[src/rtl/uart_rx_pkg.sv]
// Shared types and constants for the UART byte receiver.
package uart_rx_pkg;

    localparam int unsigned FRAME_BITS = 8;
    localparam int unsigned FIFO_DEPTH = 2;

    typedef enum logic [2:0] {
        StIdle,
        StStart,
        StData,
        StStop,
        StBreak
    } rx_state_e;

    // Width of the per-bit cycle counter; never below one bit.
    function automatic int unsigned cnt_w(input int unsigned clks_per_bit);
        return (clks_per_bit < 2) ? 1 : $clog2(clks_per_bit);
    endfunction

endpackage

[src/rtl/byte_fifo2.sv]
// Two-entry byte FIFO; head lives in slot 0, reads as zero when empty.
module byte_fifo2 (
    input  logic       clk,
    input  logic       rst,
    input  logic       push_i,
    input  logic [7:0] wdata_i,
    input  logic       pop_i,
    output logic [7:0] rdata_o,
    output logic       full_o,
    output logic [1:0] count_o
);

    logic [1:0][7:0] mem_q, mem_d;
    logic [1:0]      count_q, count_d;
    logic            pop_ok;

    assign pop_ok  = pop_i && (count_q != 2'd0);
    assign full_o  = (count_q == 2'd2);
    assign count_o = count_q;
    assign rdata_o = (count_q == 2'd0) ? 8'h00 : mem_q[0];

    // Next-state: a push into a full FIFO without a pop is silently dropped here.
    always_comb begin
        mem_d   = mem_q;
        count_d = count_q;
        case ({push_i, pop_ok})
            2'b10: begin
                if (count_q != 2'd2) begin
                    mem_d[count_q[0]] = wdata_i;
                    count_d           = count_q + 2'd1;
                end
            end
            2'b01: begin
                mem_d[0] = mem_q[1];
                mem_d[1] = 8'h00;
                count_d  = count_q - 2'd1;
            end
            2'b11: begin
                // Count is unchanged; with one entry the new byte becomes head.
                if (count_q == 2'd2) begin
                    mem_d[0] = mem_q[1];
                    mem_d[1] = wdata_i;
                end else begin
                    mem_d[0] = wdata_i;
                end
            end
            default: ;
        endcase
    end

    // Storage and occupancy registers.
    always_ff @(posedge clk) begin
        if (rst) begin
            mem_q   <= '0;
            count_q <= 2'd0;
        end else begin
            mem_q   <= mem_d;
            count_q <= count_d;
        end
    end

endmodule

[src/rtl/uart_byte_rx.sv]
// 8N1 UART receiver with glitch rejection, break handling and a 2-byte output FIFO.
module uart_byte_rx
    import uart_rx_pkg::*;
#(
    parameter int unsigned CLKS_PER_BIT = 434
) (
    input  logic       clk,
    input  logic       rst,
    input  logic       rx_i,
    input  logic       clear_i,
    output logic [7:0] data_o,
    output logic       valid_o,
    input  logic       ready_i,
    output logic       frame_err_o,
    output logic       overrun_o,
    output logic       busy_o
);

    localparam int unsigned CntW = cnt_w(CLKS_PER_BIT);
    localparam int unsigned BitW = $clog2(FRAME_BITS);
    localparam logic [CntW-1:0] CntBitMax  = CntW'(CLKS_PER_BIT - 1);
    localparam logic [CntW-1:0] CntHalfMax = CntW'(CLKS_PER_BIT / 2 - 1);
    localparam logic [BitW-1:0] LastBit    = BitW'(FRAME_BITS - 1);

    rx_state_e       state_q, state_d;
    logic [CntW-1:0] cnt_q, cnt_d;
    logic [BitW-1:0] bit_q, bit_d;
    logic [7:0]      shift_q, shift_d;
    logic            sync1_q, sync2_q;
    logic            frame_err_q, frame_err_d;
    logic            overrun_q, overrun_d;
    logic            rxs;
    logic            push;
    logic            pop;
    logic            fifo_full;
    logic [1:0]      fifo_count;

    assign rxs = sync2_q;

    // Two-flop synchronizer; idles high so reset never looks like a start bit.
    always_ff @(posedge clk) begin
        if (rst) begin
            sync1_q <= 1'b1;
            sync2_q <= 1'b1;
        end else begin
            sync1_q <= rx_i;
            sync2_q <= sync1_q;
        end
    end

    // Receiver next-state: mid-bit sampling driven by a per-bit cycle counter.
    always_comb begin
        state_d     = state_q;
        cnt_d       = cnt_q;
        bit_d       = bit_q;
        shift_d     = shift_q;
        push        = 1'b0;
        frame_err_d = 1'b0;
        case (state_q)
            StIdle: begin
                if (!rxs) begin
                    state_d = StStart;
                    cnt_d   = '0;
                end
            end
            StStart: begin
                if (cnt_q == CntHalfMax) begin
                    cnt_d   = '0;
                    bit_d   = '0;
                    // A start bit that is gone by mid-bit was a glitch.
                    state_d = rxs ? StIdle : StData;
                end else begin
                    cnt_d = cnt_q + CntW'(1);
                end
            end
            StData: begin
                if (cnt_q == CntBitMax) begin
                    cnt_d   = '0;
                    shift_d = {rxs, shift_q[7:1]};
                    bit_d   = bit_q + BitW'(1);
                    if (bit_q == LastBit) begin
                        state_d = StStop;
                    end
                end else begin
                    cnt_d = cnt_q + CntW'(1);
                end
            end
            StStop: begin
                if (cnt_q == CntBitMax) begin
                    cnt_d = '0;
                    if (rxs) begin
                        push    = 1'b1;
                        state_d = StIdle;
                    end else begin
                        frame_err_d = 1'b1;
                        state_d     = StBreak;
                    end
                end else begin
                    cnt_d = cnt_q + CntW'(1);
                end
            end
            StBreak: begin
                // Hold here until the line recovers so a break reports only once.
                if (rxs) begin
                    state_d = StIdle;
                end
            end
            default: state_d = StIdle;
        endcase
    end

    assign pop = valid_o && ready_i;

    // Sticky overrun; a fresh drop outranks a simultaneous clear.
    always_comb begin
        overrun_d = overrun_q;
        if (push && fifo_full && !pop) begin
            overrun_d = 1'b1;
        end else if (clear_i) begin
            overrun_d = 1'b0;
        end
    end

    // Receiver and status registers.
    always_ff @(posedge clk) begin
        if (rst) begin
            state_q     <= StIdle;
            cnt_q       <= '0;
            bit_q       <= '0;
            shift_q     <= 8'h00;
            frame_err_q <= 1'b0;
            overrun_q   <= 1'b0;
        end else begin
            state_q     <= state_d;
            cnt_q       <= cnt_d;
            bit_q       <= bit_d;
            shift_q     <= shift_d;
            frame_err_q <= frame_err_d;
            overrun_q   <= overrun_d;
        end
    end

    byte_fifo2 u_fifo (
        .clk     (clk),
        .rst     (rst),
        .push_i  (push),
        .wdata_i (shift_q),
        .pop_i   (pop),
        .rdata_o (data_o),
        .full_o  (fifo_full),
        .count_o (fifo_count)
    );

    assign valid_o     = (fifo_count != 2'd0);
    assign frame_err_o = frame_err_q;
    assign overrun_o   = overrun_q;
    assign busy_o      = (state_q != StIdle);

endmodule

[config.mk]
export PLATFORM = sky130hd
export DESIGN_NAME = uart_byte_rx
export DESIGN_NICKNAME = d
export VERILOG_FILES = /design/src/rtl/uart_rx_pkg.sv /design/src/rtl/byte_fifo2.sv /design/src/rtl/uart_byte_rx.sv
export SDC_FILE = /design/constraint.sdc
export NUM_CORES = 1
export LEC_CHECK = 0
export ABC_AREA = 1
export BUFFER_PORTS_ARGS = -buffer_cell sky130_fd_sc_hd__buf_4
export CELL_PAD_IN_SITES_DETAIL_PLACEMENT = 1
export CELL_PAD_IN_SITES_GLOBAL_PLACEMENT = 2
export CORE_MARGIN = 3
export CORE_UTILIZATION = 36
export CTS_CLUSTER_SIZE = 20
export DETAILED_ROUTE_END_ITERATION = 8
export PLACE_DENSITY_LB_ADDON = 0.1
export SYNTH_ARGS = -nofsm -noshare
export SYNTH_HDL_FRONTEND = slang
export SYNTH_SLANG_ARGS = --single-unit
[constraint.sdc]
create_clock -name clk -period 4.3 [get_ports clk]
set_clock_uncertainty 0.2 [all_clocks]
set_input_delay 0.645 -clock clk [delete_from_list [all_inputs] [get_ports clk]]
set_output_delay 0.645 -clock clk [all_outputs]
set_load 0.05 [all_outputs]
# Word-level counts from Yosys, hierarchy flattened
# Index checks and enable logic that the tools add are counted.
[word_totals] regBits=45
[classes] add_sub_neg=4 n_lt_le_gt_ge=2 n_eq_ne=20 n_mux=32 n_bitwise=2 reduce_logical=24
[ops] cell="16-bit case mux with 3 select lines" count=1
[ops] cell="8-bit 2-to-1 mux" count=4
[ops] cell="3-bit 2-to-1 mux" count=9
[ops] cell="9-bit 2-to-1 mux" count=3
[ops] cell="9-bit case mux with 3 select lines" count=1
[ops] cell="16-bit bitwise mux" count=1
[ops] cell="16-bit 2-to-1 mux" count=1
[ops] cell="2-bit != test (second input constant)" count=8
[ops] cell="3-bit case mux with 5 select lines" count=1
[ops] cell="9-bit by 1-bit adder with 9-bit output (second input constant)" count=1
[ops] cell="9-bit by 8-bit == test with 1-bit output (second input constant)" count=1
[ops] cell="9-bit == test (second input constant)" count=1
[ops] cell="3-bit nonzero test" count=3
[ops] cell="8-bit demux with 1-bit select" count=1
[ops] cell="2-bit AND reduction" count=4
[ops] cell="2-bit nonzero test" count=4
[ops] cell="2-bit == test (second input constant)" count=3
[ops] cell="3-bit by 2-bit == test with 1-bit output (second input constant)" count=2
[ops] cell="3-bit == test (second input constant)" count=2
[ops] cell="1-bit 2-to-1 mux" count=6
[ops] cell="3-bit case mux with 2 select lines" count=1
[ops] cell="3-bit AND reduction" count=2
[ops] cell="6-bit AND reduction" count=1
[ops] cell="1-bit logical AND" count=5
[ops] cell="other kinds (16)" count=18

# Depth between registers and ports, before layout
[logic_depth] word_depth=7 depth_mapped=13 ltp_nobuf=13

# Modules after synthesis
# Synthesis repeated with hierarchy kept, for this count alone.
[hier_totals] cells_unflattened=369 hier_area_um2=2611.3
[by_module_without_submodules] mod="uart_byte_rx" n_inst=1 cells_per_inst=196 area_each_um2=1503.9 seq_area_each_um2=540.5
[by_module_without_submodules] mod="byte_fifo2" n_inst=1 cells_per_inst=173 area_each_um2=1107.3 seq_area_each_um2=360.3

# Worst setup path before layout
# OpenSTA, ideal clock, no wires.
[synth_timing] kind="register to output" startpoint="reg u_fifo.count_q[0] (netlist: u_fifo.count_o[0])" endpoint="out data_o[0]" arrival_ns=1.213 required_ns=3.455 path_slack_ns=2.242 stages_incl_launch_ff=4 cell_sequence="dfxtp_1 buf_2 nor2_8 nor2_1"
[synth_via] elab_chain_cells=2
[synth_lines] item="start, declared" line="byte_fifo2.sv:14" text="logic [1:0] count_q, count_d;"
[synth_lines] item="start signal, assigned" line="byte_fifo2.sv:58" text="count_q <= count_d;"
[synth_lines] item="2-bit zero test" line="byte_fifo2.sv:20" text="assign rdata_o = (count_q == 2'd0) ? 8'h00 : mem_q[0];"
[synth_lines] item="8-bit 2-to-1 mux" line="byte_fifo2.sv:20"
[synth_lines] item="end, declared" line="uart_byte_rx.sv:11" text="output logic [7:0] data_o,"
# No other way between the ends.

# Final worst setup path
[layout_timing] startpoint="reg u_fifo.count_q[0] (netlist: u_fifo.count_o[0])" endpoint="out valid_o"
[layout_via] elab_chain_cells=1
[layout_lines] item="2-bit nonzero test" line="uart_byte_rx.sv:154" text="assign valid_o = (fifo_count != 2'd0);"
[layout_lines] item="end, declared" line="uart_byte_rx.sv:12" text="output logic valid_o,"
# No other way between the ends.

==> results.tsv <==
metric	value	unit
clk_latency	300	ps
grt_max_degree	34	
viasPerCell	4.84	
dpl.cell_count	421	
power_frac_clock	25.2	%
cts_sinks	45	
synthCells	340	
worst_slew_pin_slew	962	ps
grt_first_pass_wirelength	9720	µm
synth-seq-cells	45	
startpoint_type	register	
yosysSeqAreaShare	39.1	%
clock.fmax	0.456	GHz
synth_edf_count	0	
holdPathStages	1	
synth_warnings	0	
netlist_top_cells_count	nor2_1, nand2_1, dfxtp_1, inv_1, nand3_1	
hold_viol_final	0	
hp-start	sync1_q	
reg2regPathDepth	8	
cts_made_buffers	5	
final_nets	363	
clock-root-buffer	clkbuf_8	
p_switching	0.000396	W
hpwl	4030	µm
netlist.area_leader.share	39.1	%
crit_path_max_fanout	10	
overflow	0	
whs_endpoint	rxs	
total_power	0.00104	W
r2r-end	bit_q[1]	
r2r_start	cnt_q[0]	
power_frac_comb	29.0	%
num_antenna_cells	0	
area_growth	10.3	%
drv_slew	0	
h-tree-depth	2	
r2r_slack	2110	ps
leakage	1.06	nW
die_y	86.0	µm
vias	2078	
crit_arrival	1350	ps
status	finished, final reports clean	
async_flop_share	0	%
setup_tns	0	ps
critPathKind	register to primary output	
layout.cells.non_filler	429	
synthFlopType	dfxtp_1	
maxSlewHeadroom	35.8	%
post_synth_num_cell_types	30	
first_iter_violations	149	
fin_crit	2190	ps
die_w	86.0	µm
period_share	51.0	%
power_frac_seq	45.8	%
fillCellCount	804	
p_per_area	409	mW/mm²
cts_max_path_buffers	2	
max_cap_viol_count	0	
ant_nets	0	
syn-mean-instance-area	6.78	µm²
worstPathRequired	3450	ps
gp_congestion	0.767	
post_cts_buffers	0	
grt_setup_unrepaired	no	
grt_pass1_vias	2052	
rows	28	
cts_resized	0	
cts_tree	done	
drt_wl_total	5550	µm
synth_top_area_cell	dfxtp_1	
die-area	0.00740	mm²
start_util	38.0	%
firstDrtPassIters	4	
sw_frac_of_total	38.1	%
portBuffers	16	
path_clk_slew	90	ps
coreArea	0.00606	mm²
drc_errors	0	
crit_path_end_kind	primary output	
grt_usage	16.4	%
antenna_found_initial	0	
cts_hold_buf	0	
synth_area	0.00230	mm²
final_util	41.9	%
drive_above_1_share	11.3	%
wl_per_cell	12.9	µm
synth.area.top_cells	dfxtp_1, nor2_1, nand2_1, inv_1, nand3_1	
p_int	0.000644	W
setup_viol	0	
hp-class	register to register	
num_io_pins	17	
max-vdd-ir-drop	351	µV
synth_nets	350	
yosysMostFrequentCell	nor2_1	
worst max-delay path, cell delays in order (launching register included):
cell and delay (ps):
dfxtp_1 420, nor2_8 270, inv_1 140, buf_4 210
area by class of cell:
cell class	instances	area, µm²	area share, %
tap	75	93.8	3.69
clock inverter	2	10.0	0.394
inverter	45	169	6.65
timing repair buffer	16	120	4.73
clock buffer	6	72.6	2.86
multi-input combinational	240	1170	46.2
sequential	45	901	35.5
per-stage QoR:
stage	cell area [µm²]	setup WS [ps]	hold slack (ps)
floorplan	2300	2240	189
detailed placement	2460	1900	204
CTS	2540	2080	219
finish	2540	2110	214
global placement	2460	1980	201
global route	2540	1830	240
power groups by stage:
stage               clock, W  sequential, W  combinational [W]
floorplan                  0       0.000478           0.000234
global placement           0       0.000486           0.000307
detailed placement         0       0.000486           0.000306
CTS                 0.000273       0.000477           0.000306
global route        0.000292       0.000482           0.000345
finish              0.000262       0.000477           0.000301
logic make-up (layout without fill, tap and decap cells):
logic type                 after synthesis  count (layout)  share of synthesized area (%)
AOI/OAI and AO/OA                       53              53                           12.1
adders and majority gates                5               5                           2.71
buffers and inverters                   55              69                           9.93
xor gates and xnor gates                 3               3                           1.14
and+or+nand+nor                        179             179                           35.1
DFF                                     45              45                           39.1
per-layer routing:
metal	part of all wire, %	vias to the layer above	global-route usage (%)
met5	0	-	0
met4	1.1	0	4.03
met3	3.6	5	3.75
met2	41	27	25.2
met1	54	944	23.3
li1	-	1102	-
how the worst max path moves through the flow:
stage               cells past startpoint        end              start  slack [ps]
floorplan                               3  data_o[0]  u_fifo.count_o[0]        2240
global placement                        4   cnt_q[3]                rst        1980
detailed placement                      4   cnt_q[5]                rst        1900
CTS                                     3    valid_o  u_fifo.count_o[0]        2080
global route                            9   bit_q[2]           cnt_q[0]        1830
finish                                  3    valid_o  u_fifo.count_o[0]        2110
placed cells by master, fill, tap and decap left out, drive strengths merged:
master | netlist | layout
xor2 | 2 | 2
buf | 8 | 16
a31oi | 1 | 1
nand2 | 55 | 55
clkbuf | 2 | 6
ha | 5 | 5
a21oi | 21 | 21
xnor2 | 1 | 1
nor4 | 2 | 2
nand3 | 24 | 24
nand4 | 2 | 2
dfxtp | 45 | 45
nor2 | 87 | 87
or2 | 2 | 2
clkinv | 1 | 3
inv | 44 | 44
nor3 | 7 | 7
o21ai | 31 | 31
Power figures use the tool's default switching activity.
